[config.mk]
export PLATFORM = sky130hd
export DESIGN_NAME = cubic_interp_engine
export DESIGN_NICKNAME = d
export VERILOG_FILES = /design/src/rtl/cubic_interp_pkg.sv /design/src/rtl/cubic_weight_gen.sv /design/src/rtl/cubic_interp_engine.sv
export SDC_FILE = /design/constraint.sdc
export NUM_CORES = 1
export LEC_CHECK = 0
export CAP_MARGIN = 20
export CORE_UTILIZATION = 60
export CTS_CLUSTER_SIZE = 10
export DETAILED_ROUTE_END_ITERATION = 16
export MAX_ROUTING_LAYER = met4
export PLACE_DENSITY = 0.89
export SYNTH_ARGS = -nofsm -noshare
export SYNTH_HDL_FRONTEND = slang
export SYNTH_SLANG_ARGS = --single-unit
[constraint.sdc]
create_clock -name clk -period 6.7 [get_ports clk]
set_input_delay 1.005 -clock clk [delete_from_list [all_inputs] [get_ports clk]]
set_output_delay 1.005 -clock clk [all_outputs]
set_load 0.02 [all_outputs]
[src/rtl/cubic_interp_pkg.sv]
// rtl/cubic_interp_pkg.sv - shared encodings, coefficient tables and width helpers for the cubic interpolator
package cubic_interp_pkg;

    localparam logic MODE_CUBIC  = 1'b0;
    localparam logic MODE_LINEAR = 1'b1;

    localparam logic [2:0] ST_IDLE = 3'd0;
    localparam logic [2:0] ST_POW2 = 3'd1;
    localparam logic [2:0] ST_POW3 = 3'd2;
    localparam logic [2:0] ST_WGT  = 3'd3;
    localparam logic [2:0] ST_DOT  = 3'd4;
    localparam logic [2:0] ST_HOLD = 3'd5;

    // Rows w(-1), w0, w1, w2; columns t3, t2, t, unity. Weights are in half-units.
    localparam int CUBIC_COEF [4][4] = '{
        '{-1,  2, -1, 0},
        '{ 3, -5,  0, 2},
        '{-3,  4,  1, 0},
        '{ 1, -1,  0, 0}
    };
    localparam int LINEAR_COEF [4][4] = '{
        '{0, 0,  0, 0},
        '{0, 0, -2, 2},
        '{0, 0,  2, 0},
        '{0, 0,  0, 0}
    };

    function automatic int weight_w(input int frac_w);
        return frac_w + 5;
    endfunction

    function automatic int acc_w(input int data_w, input int frac_w);
        return frac_w + data_w + 8;
    endfunction

    // Multiply by a small constant coefficient using only shifts and adds.
    function automatic logic signed [31:0] csa(input logic signed [31:0] x, input int c);
        logic signed [31:0] r;
        case (c)
            1:       r = x;
            -1:      r = -x;
            2:       r = x <<< 1;
            -2:      r = -(x <<< 1);
            3:       r = (x <<< 1) + x;
            -3:      r = -((x <<< 1) + x);
            4:       r = x <<< 2;
            -4:      r = -(x <<< 2);
            5:       r = (x <<< 2) + x;
            -5:      r = -((x <<< 2) + x);
            default: r = '0;
        endcase
        return r;
    endfunction

endpackage

[src/rtl/cubic_weight_gen.sv]
// rtl/cubic_weight_gen.sv - combinational Catmull-Rom / linear weight generator
module cubic_weight_gen
    import cubic_interp_pkg::*;
#(
    parameter int FRAC_W = 8,
    localparam int WW = weight_w(FRAC_W)
) (
    input  logic                 mode,
    input  logic [FRAC_W-1:0]    t,
    input  logic [FRAC_W-1:0]    t2,
    input  logic [FRAC_W-1:0]    t3,
    output logic signed [WW-1:0] w [4]
);

    logic signed [31:0] x [4];
    logic signed [31:0] wc;
    logic signed [31:0] wl;

    assign x[0] = $signed(32'(t3));
    assign x[1] = $signed(32'(t2));
    assign x[2] = $signed(32'(t));
    assign x[3] = 32'sd1 <<< FRAC_W;

    always_comb begin
        wc = '0;
        wl = '0;
        for (int k = 0; k < 4; k++) begin
            wc = '0;
            wl = '0;
            for (int j = 0; j < 4; j++) begin
                wc = wc + csa(x[j], CUBIC_COEF[k][j]);
                wl = wl + csa(x[j], LINEAR_COEF[k][j]);
            end
            w[k] = (mode == MODE_LINEAR) ? WW'(wl) : WW'(wc);
        end
    end

endmodule

[src/rtl/cubic_interp_engine.sv]
// rtl/cubic_interp_engine.sv - multi-cycle 1-D cubic/linear interpolator with valid/ready handshakes
module cubic_interp_engine
    import cubic_interp_pkg::*;
#(
    parameter int DATA_W = 8,
    parameter int FRAC_W = 8
) (
    input  logic                  clk,
    input  logic                  rst_n,
    input  logic                  in_valid,
    output logic                  in_ready,
    input  logic                  in_mode,
    input  logic [FRAC_W-1:0]     in_t,
    input  logic [4*DATA_W-1:0]   in_p,
    output logic                  out_valid,
    input  logic                  out_ready,
    output logic [DATA_W-1:0]     out_data
);

    localparam int WW = weight_w(FRAC_W);
    localparam int AW = acc_w(DATA_W, FRAC_W);
    localparam logic [2*FRAC_W-1:0] POW_HALF = (2*FRAC_W)'(1) << (FRAC_W - 1);
    localparam logic signed [AW-1:0] ACC_HALF = AW'(1) <<< FRAC_W;
    localparam logic signed [AW-1:0] Y_MAX    = AW'((1 << DATA_W) - 1);

    logic [2:0]             state;
    logic                   mode_r;
    logic [FRAC_W-1:0]      t_r;
    logic [FRAC_W-1:0]      t2_r;
    logic [FRAC_W-1:0]      t3_r;
    logic [4*DATA_W-1:0]    p_r;
    logic signed [WW-1:0]   w_r [4];
    logic signed [WW-1:0]   w_c [4];

    logic [FRAC_W-1:0]      mul_a;
    logic [2*FRAC_W-1:0]    pow_sum;
    logic [FRAC_W-1:0]      pow_res;
    logic signed [AW-1:0]   acc;
    logic signed [AW-1:0]   y_rnd;
    logic [DATA_W-1:0]      y_clamp;

    assign in_ready  = (state == ST_IDLE);
    assign out_valid = (state == ST_HOLD);

    // One multiplier serves both powers: t*t in POW2, t2*t in POW3.
    assign mul_a   = (state == ST_POW3) ? t2_r : t_r;
    assign pow_sum = (mul_a * t_r) + POW_HALF;
    assign pow_res = FRAC_W'(pow_sum >> FRAC_W);

    cubic_weight_gen #(
        .FRAC_W (FRAC_W)
    ) u_weight_gen (
        .mode (mode_r),
        .t    (t_r),
        .t2   (t2_r),
        .t3   (t3_r),
        .w    (w_c)
    );

    always_comb begin
        acc = '0;
        for (int k = 0; k < 4; k++) begin
            acc = acc + AW'(w_r[k]) * $signed(AW'({1'b0, p_r[k*DATA_W +: DATA_W]}));
        end
        y_rnd = (acc + ACC_HALF) >>> (FRAC_W + 1);
        if (y_rnd < 0) begin
            y_clamp = '0;
        end else if (y_rnd > Y_MAX) begin
            y_clamp = '1;
        end else begin
            y_clamp = DATA_W'(y_rnd);
        end
    end

    always_ff @(posedge clk) begin
        if (!rst_n) begin
            state    <= ST_IDLE;
            mode_r   <= MODE_CUBIC;
            t_r      <= '0;
            t2_r     <= '0;
            t3_r     <= '0;
            p_r      <= '0;
            out_data <= '0;
            for (int k = 0; k < 4; k++) begin
                w_r[k] <= '0;
            end
        end else begin
            case (state)
                ST_IDLE: begin
                    if (in_valid) begin
                        mode_r <= in_mode;
                        t_r    <= in_t;
                        p_r    <= in_p;
                        state  <= ST_POW2;
                    end
                end
                ST_POW2: begin
                    t2_r  <= pow_res;
                    state <= ST_POW3;
                end
                ST_POW3: begin
                    t3_r  <= pow_res;
                    state <= ST_WGT;
                end
                ST_WGT: begin
                    for (int k = 0; k < 4; k++) begin
                        w_r[k] <= w_c[k];
                    end
                    state <= ST_DOT;
                end
                ST_DOT: begin
                    out_data <= y_clamp;
                    state    <= ST_HOLD;
                end
                ST_HOLD: begin
                    if (out_ready) begin
                        state <= ST_IDLE;
                    end
                end
                default: state <= ST_IDLE;
            endcase
        end
    end

endmodule

==> impl_metrics.json <==
{
  "drive_above_1_share_pct": 12.0,
  "cts_tree": "built",
  "netlist_area_sq_um": 25200,
  "crit_family": "adder cells",
  "critPathKind": "flip-flop to flip-flop",
  "min_delay_path_depth": 2,
  "synthTopCellsByArea": "fa_1 (41%), ha_1 (13%), inv_1 (10%)",
  "dpl_worst_slack_ps": -557,
  "fp.dieW_um": 207,
  "fillers": 2730,
  "hold_buffers": 0,
  "place_congestion": 1.01,
  "synthesis.instances": 2701,
  "cts_made_buffers": 17,
  "path_clk_slew_ps": 60,
  "start_util_pct": 61.2,
  "synthesis.nets": 3523,
  "p_switching_mw": 4.60,
  "dpl.hpwl_mm": 54.0,
  "cp_cell_sequence": "buf_6 -> and2_1 -> fa_2 -> inv_1 -> fa_1 -> inv_1 -> fa_2 -> fa_1 -> fa_2 -> fa_2 -> fa_1 -> inv_1 -> fa_1 -> inv_1 -> ha_2 -> buf_4 -> nand4_1 -> nand2b_4 -> a31oi_4 -> a21o_2 -> a311oi_4 -> nand4b_4 -> nor2_1 -> o21ai_1",
  "grt_usage_pct": 32.5,
  "fin_nets": 3732,
  "fin_crit_ps": 7150,
  "power.leakage_nw": 14.4,
  "core_area_sq_um": 41200,
  "comb_power_share_pct": 79.8,
  "holdPathEnd": "out_data[0]",
  "r2r_end": "out_data[7]",
  "grt_max_degree": 67,
  "worstPathMaxFanout": 8,
  "grt_pass1_vias": 21295,
  "synth_top_area_cell": "fa_1",
  "final_core_util_pct": 69.9,
  "postRouteAntennaNets": 0,
  "viasPerCell": 5.51,
  "layout.cells.non_filler": 3456,
  "syn2layout_area_growth_pct": 14.1,
  "timing.final.crit_share_pct": 107,
  "seq_power_share_pct": 9.8,
  "worstSkewPairLatency_ps": 450,
  "multi_input_comb_area_sq_um": 19900,
  "dr.pass1.iters": 8,
  "port_buffers": 54,
  "drt-wirelength-per-cell_um": 18.7,
  "drc": 0,
  "grt_pass1_wl_mm": 105,
  "crit_buf_inv": 6,
  "outcome": "finished with violations",
  "rr_worst_depth": 24,
  "ir_drop_v": 0.000466,
  "worst_slew_pin_slew_ps": 1020,
  "dp_cells": 3398,
  "slew_violations": 0,
  "cts_sinks": 118,
  "finalWorstSetupSlack_ps": -445,
  "die_y_um": 207,
  "fmax_mhz": 140,
  "hold_violations": 0,
  "avgSynthCellArea_sq_um": 9.34,
  "maxSlewHeadroom_pct": 31.9,
  "synth_warnings": 0,
  "powerDensity_nw_per_um2": 326,
  "grt.overflow.total": 0,
  "wl_mm": 64.5,
  "ys_types": 62,
  "drv_cap": 0,
  "synth.top_cell.area_share_pct": 41.0,
  "startpoint_type": "flip-flop",
  "yosysSeqAreaShare_pct": 11.3,
  "rsz0062_at_grt": "true",
  "cp_slowest_cell": "fa_2",
  "cts.root.buffer_cell": "clkbuf_16",
  "required_ps": 7040,
  "worstHoldPathType": "flip-flop to flip-flop",
  "power_mw": 9.37,
  "hp-start": "out_data[0]",
  "max_stage_delay_ps": 590,
  "initialDrtViolationCount": 1396,
  "clk_path_buf_depth": 2,
  "clockPowerShare_pct": 10.5,
  "io_pins": 55,
  "skew_ps": 10.2,
  "vias": 19039,
  "antenna_found_initial": 2,
  "setup_tns_ps": -3240,
  "cp.arrival_ps": 7480,
  "yosys_register_bits": 118,
  "die-area_sq_um": 42900,
  "regToRegSetupSlack_ps": -450,
  "power.switching_fraction_pct": 49.1,
  "violations": "setup timing",
  "seq_area_sq_um": 2890,
  "synth-edff-count": 50,
  "path_depth": 24,
  "reg2reg_from": "w_r[2][11]",
  "synthFlopType": "dfxtp_1",
  "ys_async_sr_fraction_pct": 0,
  "htree_levels": 4,
  "internal_power_mw": 4.77,
  "end_kind": "flip-flop",
  "row_count": 74,
  "setup_violations": 8
}
how the worst max path moves through the flow:
stage                from           to  slack, ps
6_report       w_r[2][11]  out_data[7]       -450
5_1_grt         w_r[2][5]  out_data[7]       -660
4_1_cts            p_r[1]  out_data[7]       -450
3_5_place_dp       p_r[1]  out_data[7]       -560
3_3_place_gp       p_r[0]  out_data[0]       -320
2_1_floorplan   w_r[2][5]  out_data[0]         10
power by group through the flow:
| stage | Sequential, mW | Combinational, mW | Clock, mW |
|---|---|---|---|
| after floorplan | 0.875 | 4.20 | 0 |
| after global placement | 0.916 | 6.19 | 0 |
| after detailed placement | 0.919 | 6.43 | 0 |
| after CTS | 0.906 | 6.72 | 0.988 |
| after global routing | 0.920 | 8.20 | 1.02 |
| final | 0.915 | 7.48 | 0.983 |
metrics by stage:
step	hold WS [ps]	instance area, sq um
finish	464	28800
global route	488	28800
CTS	464	28300
floorplan	459	25300
global placement	453	27600
detailed placement	449	27600
final cells by class:
type	count	area share [%]
Clock buffer	19	1.50
Inverter	676	8.82
Antenna cell	1	0.00869
Timing Repair Buffer	265	7.76
Clock inverter	13	0.595
Multi-Input combinational cell	1832	69.0
Sequential cell	118	10.0
Tap cell	532	2.31
layout by cell type (no fill, tap or decap), types with 7 or more instances in the layout:
master	netlist	layout
a211oi_1	15	15
a21boi_0	52	52
a21o_1	21	21
a21oi_1	60	54
and2_1	275	269
buf_12	0	7
buf_4	1	197
buf_6	0	7
clkbuf_16	0	17
clkdlybuf4s50_1	0	53
dfxtp_1	68	50
dfxtp_2	0	16
edfxtp_1	50	50
fa_1	517	497
fa_2	0	20
ha_1	260	251
ha_4	0	7
inv_1	674	663
inv_2	0	10
nand2_1	308	300
nand2_2	0	8
nand2b_1	10	9
nand3_1	12	12
nor2_1	97	95
nor2b_1	9	9
nor3_1	13	13
o21ai_0	33	29
o21ai_1	8	9
o21bai_1	12	12
xnor2_1	58	57
xor2_1	13	13
repair_timing:
item	CTS	global route
buffers inserted	4	22
endpoints found under the setup margin	8	8
pin swaps	16	39
resized for setup	29	77
flip-flops by register name (all words and copies together) (netlist names):
signal / count
t3_r: 8
w_r: 50
t_r: 8
out_data: 8
t2_r: 8
mode_r: 1
state: 3
p_r: 32
worst min-delay path: stages, from the launching register on:
cell	delay, ps
dfxtp_1	310
nand2_1	50
o21ai_1	60
kinds of logic after synthesis:
family / Yosys count / synth area share [%]
adders and majority gates: 777 / 53.9
DFF: 118 / 11.3
muxes: 4 / 0.159
and+or+nand+nor: 749 / 14.6
xor gates and xnor gates: 71 / 2.46
AOI/OAI and AO/OA: 231 / 6.19
buffers and inverters: 751 / 11.3
Yosys cell counts (50+ instances only):
cell type	number
dfxtp_1	68
nor2_1	97
and2_1	275
a21oi_1	60
inv_1	674
fa_1	517
edfxtp_1	50
a21boi_0	52
nand2_1	308
clkbuf_1	69
xnor2_1	58
ha_1	260
metal layers:
layer	vias to the layer above	GRT usage, %	part of all wire (%)
met5	-	-	0
met3	263	4.56	6.1
li1	8462	-	-
met4	0	13.3	4.6
met1	9540	37.3	37
met2	774	57.3	52
(Power assumes the default switching activity.)
